===== src/rtl/video_timing_pkg.sv =====
// video_timing_pkg: lock FSM encoding and raster size helpers shared by the video timing stage
package video_timing_pkg;
  typedef enum logic [1:0] {SEEK, WAIT, LOCKED} state_t;
  function automatic int total(input int active, input int fp, input int sync, input int bp);
    return active + fp + sync + bp;
  endfunction
  function automatic int cnt_w(input int tot);
    return (tot > 2) ? $clog2(tot) : 1;
  endfunction
endpackage


===== src/rtl/video_timing_counter.sv =====
// video_timing_counter: free-running h/v raster counters with active/hsync/vsync/origin/eol decode; i_clk, i_rst_n (async low) in, decodes out
module video_timing_counter
  import video_timing_pkg::*;
#(
  parameter int H_ACTIVE = 640,
  parameter int H_FP     = 16,
  parameter int H_SYNC   = 96,
  parameter int H_BP     = 48,
  parameter int V_ACTIVE = 480,
  parameter int V_FP     = 10,
  parameter int V_SYNC   = 2,
  parameter int V_BP     = 33
) (
  input  logic i_clk,
  input  logic i_rst_n,
  output logic o_active,
  output logic o_hs,
  output logic o_vs,
  output logic o_origin,
  output logic o_eol
);
  localparam int HT = total(H_ACTIVE, H_FP, H_SYNC, H_BP);
  localparam int VT = total(V_ACTIVE, V_FP, V_SYNC, V_BP);
  localparam int HW = cnt_w(HT);
  localparam int VW = cnt_w(VT);
  logic [HW-1:0] r_hcnt;
  logic [VW-1:0] r_vcnt;
  logic [31:0] w_h, w_v;
  assign w_h = 32'(r_hcnt);
  assign w_v = 32'(r_vcnt);
  always_ff @(posedge i_clk or negedge i_rst_n)
    if (!i_rst_n) begin
      r_hcnt <= '0;
      r_vcnt <= '0;
    end else begin
      r_hcnt <= (w_h == HT - 1) ? '0 : r_hcnt + HW'(1);
      if (w_h == HT - 1) r_vcnt <= (w_v == VT - 1) ? '0 : r_vcnt + VW'(1);
    end
  assign o_active = (w_h < H_ACTIVE) && (w_v < V_ACTIVE);
  assign o_hs     = (w_h >= H_ACTIVE + H_FP) && (w_h < H_ACTIVE + H_FP + H_SYNC);
  assign o_vs     = (w_v >= V_ACTIVE + V_FP) && (w_v < V_ACTIVE + V_FP + V_SYNC);
  assign o_origin = (r_hcnt == '0) && (r_vcnt == '0);
  assign o_eol    = (w_h == H_ACTIVE - 1);
endmodule


===== src/rtl/axis_video_timing.sv =====
// axis_video_timing: AXI4-Stream RGB to registered video timing (rgb/hsync/vsync/de) with a raster lock FSM; ports: axis_aclk, axis_aresetn (async low), s_axis_* stream in, video + locked/underflow/sync_err out
module axis_video_timing
  import video_timing_pkg::*;
#(
  parameter int          H_ACTIVE  = 640,
  parameter int          H_FP      = 16,
  parameter int          H_SYNC    = 96,
  parameter int          H_BP      = 48,
  parameter int          V_ACTIVE  = 480,
  parameter int          V_FP      = 10,
  parameter int          V_SYNC    = 2,
  parameter int          V_BP      = 33,
  parameter bit          HS_POL    = 1'b0,
  parameter bit          VS_POL    = 1'b0,
  parameter logic [23:0] BLANK_RGB = 24'h000000
) (
  input  logic        axis_aclk,
  input  logic        axis_aresetn,
  input  logic        s_axis_tvalid,
  output logic        s_axis_tready,
  input  logic [31:0] s_axis_tdata,
  input  logic        s_axis_tuser,
  input  logic        s_axis_tlast,
  output logic [7:0]  red,
  output logic [7:0]  green,
  output logic [7:0]  blue,
  output logic        hsync,
  output logic        vsync,
  output logic        de,
  output logic        locked,
  output logic        underflow,
  output logic        sync_err
);
  state_t r_state;
  logic [23:0] r_rgb;
  logic r_de, r_hsync, r_vsync, r_locked, r_underflow, r_sync_err;
  logic w_active, w_hs, w_vs, w_origin, w_eol, w_sof, w_slot, w_err, w_unused;
  video_timing_counter #(
    .H_ACTIVE(H_ACTIVE), .H_FP(H_FP), .H_SYNC(H_SYNC), .H_BP(H_BP),
    .V_ACTIVE(V_ACTIVE), .V_FP(V_FP), .V_SYNC(V_SYNC), .V_BP(V_BP)
  ) u_cnt (
    .i_clk(axis_aclk), .i_rst_n(axis_aresetn), .o_active(w_active),
    .o_hs(w_hs), .o_vs(w_vs), .o_origin(w_origin), .o_eol(w_eol)
  );
  assign w_sof = s_axis_tvalid & s_axis_tuser;
  // the held SOF beat is consumed in the (0,0) slot as the first locked pixel
  assign w_slot = w_active & ((r_state == LOCKED) | ((r_state == WAIT) & w_origin));
  assign w_err = (s_axis_tuser != w_origin) | (s_axis_tlast != w_eol);
  assign s_axis_tready = axis_aresetn & ((r_state == SEEK) ? ~w_sof : w_slot);
  assign w_unused = ^s_axis_tdata[31:24];
  assign {red, green, blue} = r_rgb;
  assign hsync = r_hsync;
  assign vsync = r_vsync;
  assign de = r_de;
  assign locked = r_locked;
  assign underflow = r_underflow;
  assign sync_err = r_sync_err;
  always_ff @(posedge axis_aclk or negedge axis_aresetn)
    if (!axis_aresetn) begin
      r_state     <= SEEK;
      r_rgb       <= '0;
      r_de        <= 1'b0;
      r_hsync     <= ~HS_POL;
      r_vsync     <= ~VS_POL;
      r_locked    <= 1'b0;
      r_underflow <= 1'b0;
      r_sync_err  <= 1'b0;
    end else begin
      r_de        <= w_active;
      r_hsync     <= w_hs ^ ~HS_POL;
      r_vsync     <= w_vs ^ ~VS_POL;
      r_rgb       <= w_active ? BLANK_RGB : '0;
      r_underflow <= 1'b0;
      r_sync_err  <= 1'b0;
      r_locked    <= (r_state == LOCKED);
      case (r_state)
        SEEK: if (w_sof) r_state <= WAIT;
        WAIT, LOCKED:
          if (w_slot) begin
            if (!s_axis_tvalid) begin
              r_underflow <= 1'b1;
              r_state     <= SEEK;
              r_locked    <= 1'b0;
            end else begin
              r_rgb      <= s_axis_tdata[23:0];
              r_sync_err <= w_err;
              r_state    <= w_err ? SEEK : LOCKED;
              r_locked   <= ~w_err;
            end
          end
        default: r_state <= SEEK;
      endcase
    end
endmodule


===== config.mk =====
export PLATFORM = sky130hd
export DESIGN_NAME = axis_video_timing
export DESIGN_NICKNAME = d
export VERILOG_FILES = /design/src/rtl/video_timing_pkg.sv /design/src/rtl/video_timing_counter.sv /design/src/rtl/axis_video_timing.sv
export SDC_FILE = /design/constraint.sdc
export NUM_CORES = 1
export LEC_CHECK = 0
export CAP_MARGIN = 0
export CORE_MARGIN = 5
export CORE_UTILIZATION = 48
export DETAILED_ROUTE_END_ITERATION = 8
export GPL_ROUTABILITY_DRIVEN = 1
export PLACE_DENSITY = 0.86
export SYNTH_ARGS = -nofsm -noshare
export SYNTH_HDL_FRONTEND = slang
export SYNTH_HIERARCHICAL = 1
export SYNTH_SLANG_ARGS = --single-unit

===== constraint.sdc =====
create_clock -name axis_aclk -period 3.69 [get_ports axis_aclk]
set_clock_uncertainty 0.2 [all_clocks]
set_input_delay 0.5535 -clock axis_aclk [delete_from_list [all_inputs] [get_ports axis_aclk]]
set_output_delay 0.5535 -clock axis_aclk [all_outputs]
set_load 0.1 [all_outputs]

Word level (Yosys, flattened, before mapping)
Index checks and enable logic that the tools add are counted.

Muxes and demuxes: 20. Bitwise operators: 10. Reductions and logical operators: 9. Shifts and indexed selects: 0. Multiply operators: 0. Eq/ne operators: 9. Order comparisons: 6. Add/subtract/negate cells: 2. Divide/modulo/power cells: 0.

Operators with widths (number): 24-bit two-way mux (3); 10-bit equality test, second input constant (3); 10-bit by 1-bit adder with 10-bit output, second input constant (2); 10-bit zero test (2); 10-bit less-than comparator, second input constant (2); 10-bit by 9-bit less-than comparator with 1-bit output, second input constant (2); 10-bit two-way mux (2); 10-bit greater-or-equal comparator, second input constant (1); 10-bit by 9-bit greater-or-equal comparator with 1-bit output, second input constant (1); 1-bit two-way mux (10); 2-bit two-way mux (4); 1-bit AND (4); 1-bit logical AND (4); 2-bit != test, second input constant (2); 1-bit NOT (4); 2-bit one-hot mux with 2 select lines (1); 2-bit by 1-bit equality test with 1-bit output, second input constant (1); 2-bit equality test, second input constant (1); 2-bit zero test (1); 1-bit != test (2); 1-bit bitwise OR (2); 2-bit AND reduction (1); 2-bit OR reduction (1).

Register bits: 52. Bits in latches: 0. Memory bits (writable): 0. Bits of input ports: 37. Memories: 0. Output and inout port bits: 31. ROM bits: 0. Logic and storage cells: 66.

Logic depth before layout (Yosys ltp)
Depth after elaboration: 8. Depth in mapped cells: 9. Mapped depth without buffers: 8.

Hierarchy
Netlist, hierarchy kept.

By module, submodules not included: axis_video_timing (cells an instance 89, area an instance 1204.9 sq um, times used 1); video_timing_counter (cells an instance 113, area an instance 1139.8 sq um, times used 1).

Least setup slack after synthesis
Ideal clock, no wire load.

Kind: register to output. From: register u_cnt.r_vcnt[2]. To: output port s_axis_tready. Path buffers: 1. Path slack: -0.153 ns. Data arrival time: 3.090 ns. Cell stages (with the launch flop): 8. Data required time: 2.937 ns. Path through: dfrtp_1 -> buf_2 -> nor4_1 -> nand4_1 -> nor4_1 -> a21o_1 -> a31oi_1 -> nor2b_1.

Longest elaborated chain between the ends: 7. Elaborated cells on any way between the ends: 9.

Ends and longest elaborated chain: start, declared (line video_timing_counter.sv:27) `logic [VW-1:0] r_vcnt;`; start signal, assigned (line video_timing_counter.sv:37) `if (w_h == HT - 1) r_vcnt <= (w_v == VT - 1) ? '0 : r_vcnt + VW'(1);`; 10-bit zero test (line video_timing_counter.sv:42) `assign o_origin = (r_hcnt == '0) && (r_vcnt == '0);`; 1-bit logical AND (line video_timing_counter.sv:42); named net w_origin (line axis_video_timing.sv:37) `logic w_active, w_hs, w_vs, w_origin, w_eol, w_sof, w_slot, w_err, w_unused;`; 1-bit AND (line axis_video_timing.sv:47) `assign w_slot = w_active & ((r_state == LOCKED) | ((r_state == WAIT) & w_origin));`; 1-bit bitwise OR (line axis_video_timing.sv:47); 1-bit AND (line axis_video_timing.sv:47); 1-bit two-way mux (line axis_video_timing.sv:49) `assign s_axis_tready = axis_aresetn & ((r_state == SEEK) ? ~w_sof : w_slot);`; 1-bit AND (line axis_video_timing.sv:49); end, declared (line axis_video_timing.sv:20) `output logic s_axis_tready,`.

The timed path passes the listed nets, and every way through them passes these cells.

Worst setup path in the final report
From: register u_cnt.r_vcnt[6]. To: output port s_axis_tready.

Same word-level chain as after synthesis.

==> flow_summary_export.csv <==
group,metric,value,unit
power_and_ir_drop,combPwrFrac,14.9,%
critical_path,path_class,"reg -> out",
die,start_util,49.6,%
drt,ant_nets,0,
clock_tree,cts-htree-levels,2,
global_routing,overflow,0,
sta,slew_viol_final,0,
power_and_ir_drop,leakage,0.00136,uW
synth,synth_top_area_cell,"dfrtp_1",
synth,ys_ff_latch,52,
global_routing,grt_usage,15.6,%
job,cap_viol_max_count,0,
clock_tree,cts_sinks,52,
sta,fin_crit_sh,87.0,%
clock_tree,post_cts_buffers,0,
outcome,status,"finished clean",
critical_path,critPathCaptureType,"output pin",
power_and_ir_drop,p_sw,275,uW
critical_path,cp-start-kind,"flip-flop",
synth,synth_xor_area_share,4.48,%
synth,synth_edf_count,0,
sta,rsz0062_at_grt,"false",
synth,synth.area.top_cells,"dfrtp_1, and2_1, ha_1, xnor2_1, dfstp_2",
placed_design,gp_congestion,0.918,
drt,drt_iter0_drc,91,
sta,fin_hold_ws,0.199,ns
sta,setup_viol,0,
placed_design,place_ws,0.812,ns
placed_design,hpwlAfterDp,3.37,mm
critical_path,cp_common_cell,"nor4_1",
global_routing,grt_pass1_vias,1764,
final_layout,nets,305,
power_and_ir_drop,p_per_area,347,nW/um^2
drt,via_per_inst,5.18,
drt,wl,4.61,mm
hold_path,worstHoldPathType,"in -> async",
power_and_ir_drop,power.total,1060,uW
synth,synth_cells,202,
die,die_h,79.9,um
synth,synthFlopType,"dfrtp_1",
power_and_ir_drop,switching_share,25.9,%
synth,synthAdderAreaFrac,3.74,%
critical_path,cp-startpoint,"u_cnt/r_vcnt[6]",
die,die_area,6380,um^2
critical_path,critical_path.cell_chain,"nor4_1, nand4_1, nor4_1, buf_4, a21o_1, a31oi_1, nor2b_2, buf_12",
clock_tree,cts-resized-gates,0,
power_and_ir_drop,irDropWorstVdd,0.000185,V
power_and_ir_drop,intPower,785,uW
synth,synth_top_area_share,53.4,%
critical_path,max_stage_delay,0.45,ns
synth,mappedNetlistArea,2340,um^2
sta,setup_tns,0,ns
critical_path,path_max_fanout,5,
clock_tree,cts_tree,"yes",
power_and_ir_drop,clockPowerShare,30.3,%
global_routing,grt_pass1_wl,7.73,mm
clock_tree,clk_latency,0.31,ns
die,die_width,79.9,um
synth,synth_compound_area_share,8.22,%
drt,routedWlPerCell,14.0,um
critical_path,arrival,2.46,ns
sta,finalCriticalPeriod,3.21,ns
power_and_ir_drop,seq_power_share,54.8,%
final_layout,drive_above_1_share,9.16,%
synth,synth.area.mux_share,1.12,%
sta,slew_headroom,32.5,%
final_layout,area_growth,30.4,%
synth,synth_top_family_by_area,"simple AND/OR/NAND/NOR gates",
die,core,4720,um^2
synth,yosysSeqAreaShare,55.6,%
clock_tree,cts_root_buffer,"clkbuf_8",
final_layout,finish.utilization,64.7,%
clock_tree,clk_pin_slew,0.09,ns
sta,setup_slack,0.478,ns
final_layout,fill_cells,363,
critical_path,cp_slowest_cell,"nor4_1",
synth,yosys_warnings,6,
drt,drc,0,
clock_tree,clock_path_buffers,2,
sta,max_freq,311,MHz
clock_tree,ctsHoldBuffers,0,
die,io_pins,68,
placed_design,io_buffers,59,
critical_path,r2r_start,"u_cnt/r_vcnt[6]",
global_routing,grt_max_degree,53,
drt,dr.pass1.iters,4,
synth,syn_area_per_cell,11.6,um^2
synth,synth.distinct_cells,51,
synth,synth_nets,246,
sta,hold_violations,0,
die,rows,25,
drt,via_count,1705,
sta,tightest_slew,1.01,ns
synth,synthArstFlopShare,100,%
synth,yosys.area_share.simple,22.1,%
critical_path,crit_required,2.94,ns
final_layout,num_antenna_cells,0,
global_routing,grt_antenna_before_repair,0,
clock_tree,cts_buffers,5,
==> synth_stat cells (4+ instances only) <==
cell type / count
nor2_1: 7
a21oi_1: 4
and3_1: 5
nand4_1: 8
dfrtp_1: 50
nand2_1: 9
ha_1: 7
buf_2: 4
nor3_1: 4
nor4_1: 5
xnor2_1: 8
xor2_1: 4
inv_1: 10
and2_1: 26
buf_6: 4
==> power by group through the flow <==
stage / Sequential, uW / Clock (uW) / Combinational, uW
floorplan: 590 / 0 / 92.1
global placement: 591 / 0 / 155
global route: 581 / 351 / 172
CTS: 580 / 334 / 159
detailed placement: 591 / 0 / 158
finish: 581 / 321 / 158
==> per-stage QoR <==
| stage | instances | area [um^2] |
|---|---|---|
| final | 329 | 3060 |
| after global routing | 329 | 3060 |
| after CTS | 329 | 3060 |
| after detailed placement | 321 | 2970 |
| after global placement | 321 | 2970 |
| after floorplan | 202 | 2350 |
==> critical path, delay by kind of cell, from the launching register on <==
kind	cells	cell delay [ns]
AO/OA/AOI/OAI	2	0.22
buffers and inverters	2	0.40
flip-flops	1	0.42
AND/OR/NAND/NOR	4	1.11
==> cell families (layout without fill, tap and decap cells) <==
family,count (synthesis),count (layout)
multiplexers,2,2
XOR/XNOR,12,12
flip-flops,52,52
AO/OA/AOI/OAI,26,26
AND/OR/NAND/NOR,84,84
adder cells (fa/ha/maj),7,7
buffers and inverters,19,79
==> metal layers <==
metal	GRT usage [%]	routed length [um]	share of wire, %	vias up
li1	-	-	-	822
met1	17.4	1850	40	832
met2	27.4	2380	52	45
met3	4.18	279	6.1	6
met4	7.60	87	1.9	0
met5	0	0	0	-
==> worst paths after layout <==
check | end | slack (ns) | cells after the start
max | s_axis_tready | 0.48 | 8
min | u_cnt/r_hcnt[0] | 0.20 | 2
max reg2reg | r_rgb[10] | 1.21 | 7
min reg2reg | u_cnt/r_vcnt[8] | 0.30 | 1
max in group asynchronous | r_rgb[23] | 2.66 | 2
min in group axis_aclk | u_cnt/r_vcnt[8] | 0.30 | 1
==> flip-flops by register name (all words and copies together) (netlist names) <==
name and count:
hsync 1, sync_err 1, r_rgb 24, de 1, locked 1, underflow 1, u_cnt/r_hcnt 10, vsync 1
u_cnt/r_vcnt 10, r_state 2
==> cell type report <==
cell class | instances | area [um^2] | share of cell area [%]
Sequential cell | 52 | 1300 | 42.6
Clock inverter | 2 | 16.3 | 0.532
Multi-Input combinational cell | 131 | 933 | 30.5
Tap cell | 67 | 83.8 | 2.74
Inverter | 10 | 37.5 | 1.23
Clock buffer | 6 | 72.6 | 2.37
Timing Repair Buffer | 61 | 611 | 20.0
==> placed cells by master (no fill, tap or decap), types with 3 or more instances in the layout <==
cell,synthesis,final
clkdlybuf4s50_1,0,57
clkbuf_8,0,5
xnor2_1,8,8
nor4_1,5,5
ha_1,7,7
a21oi_1,4,4
dfrtp_1,50,50
xor2_1,4,4
nor2_1,7,7
nand2_1,9,9
and2_1,26,26
and3_1,5,5
inv_1,10,10
and4_1,3,3
a31oi_1,3,3
nand4_1,8,8
nor3_1,4,4
No activity file was read; power rests on OpenSTA's default activity.
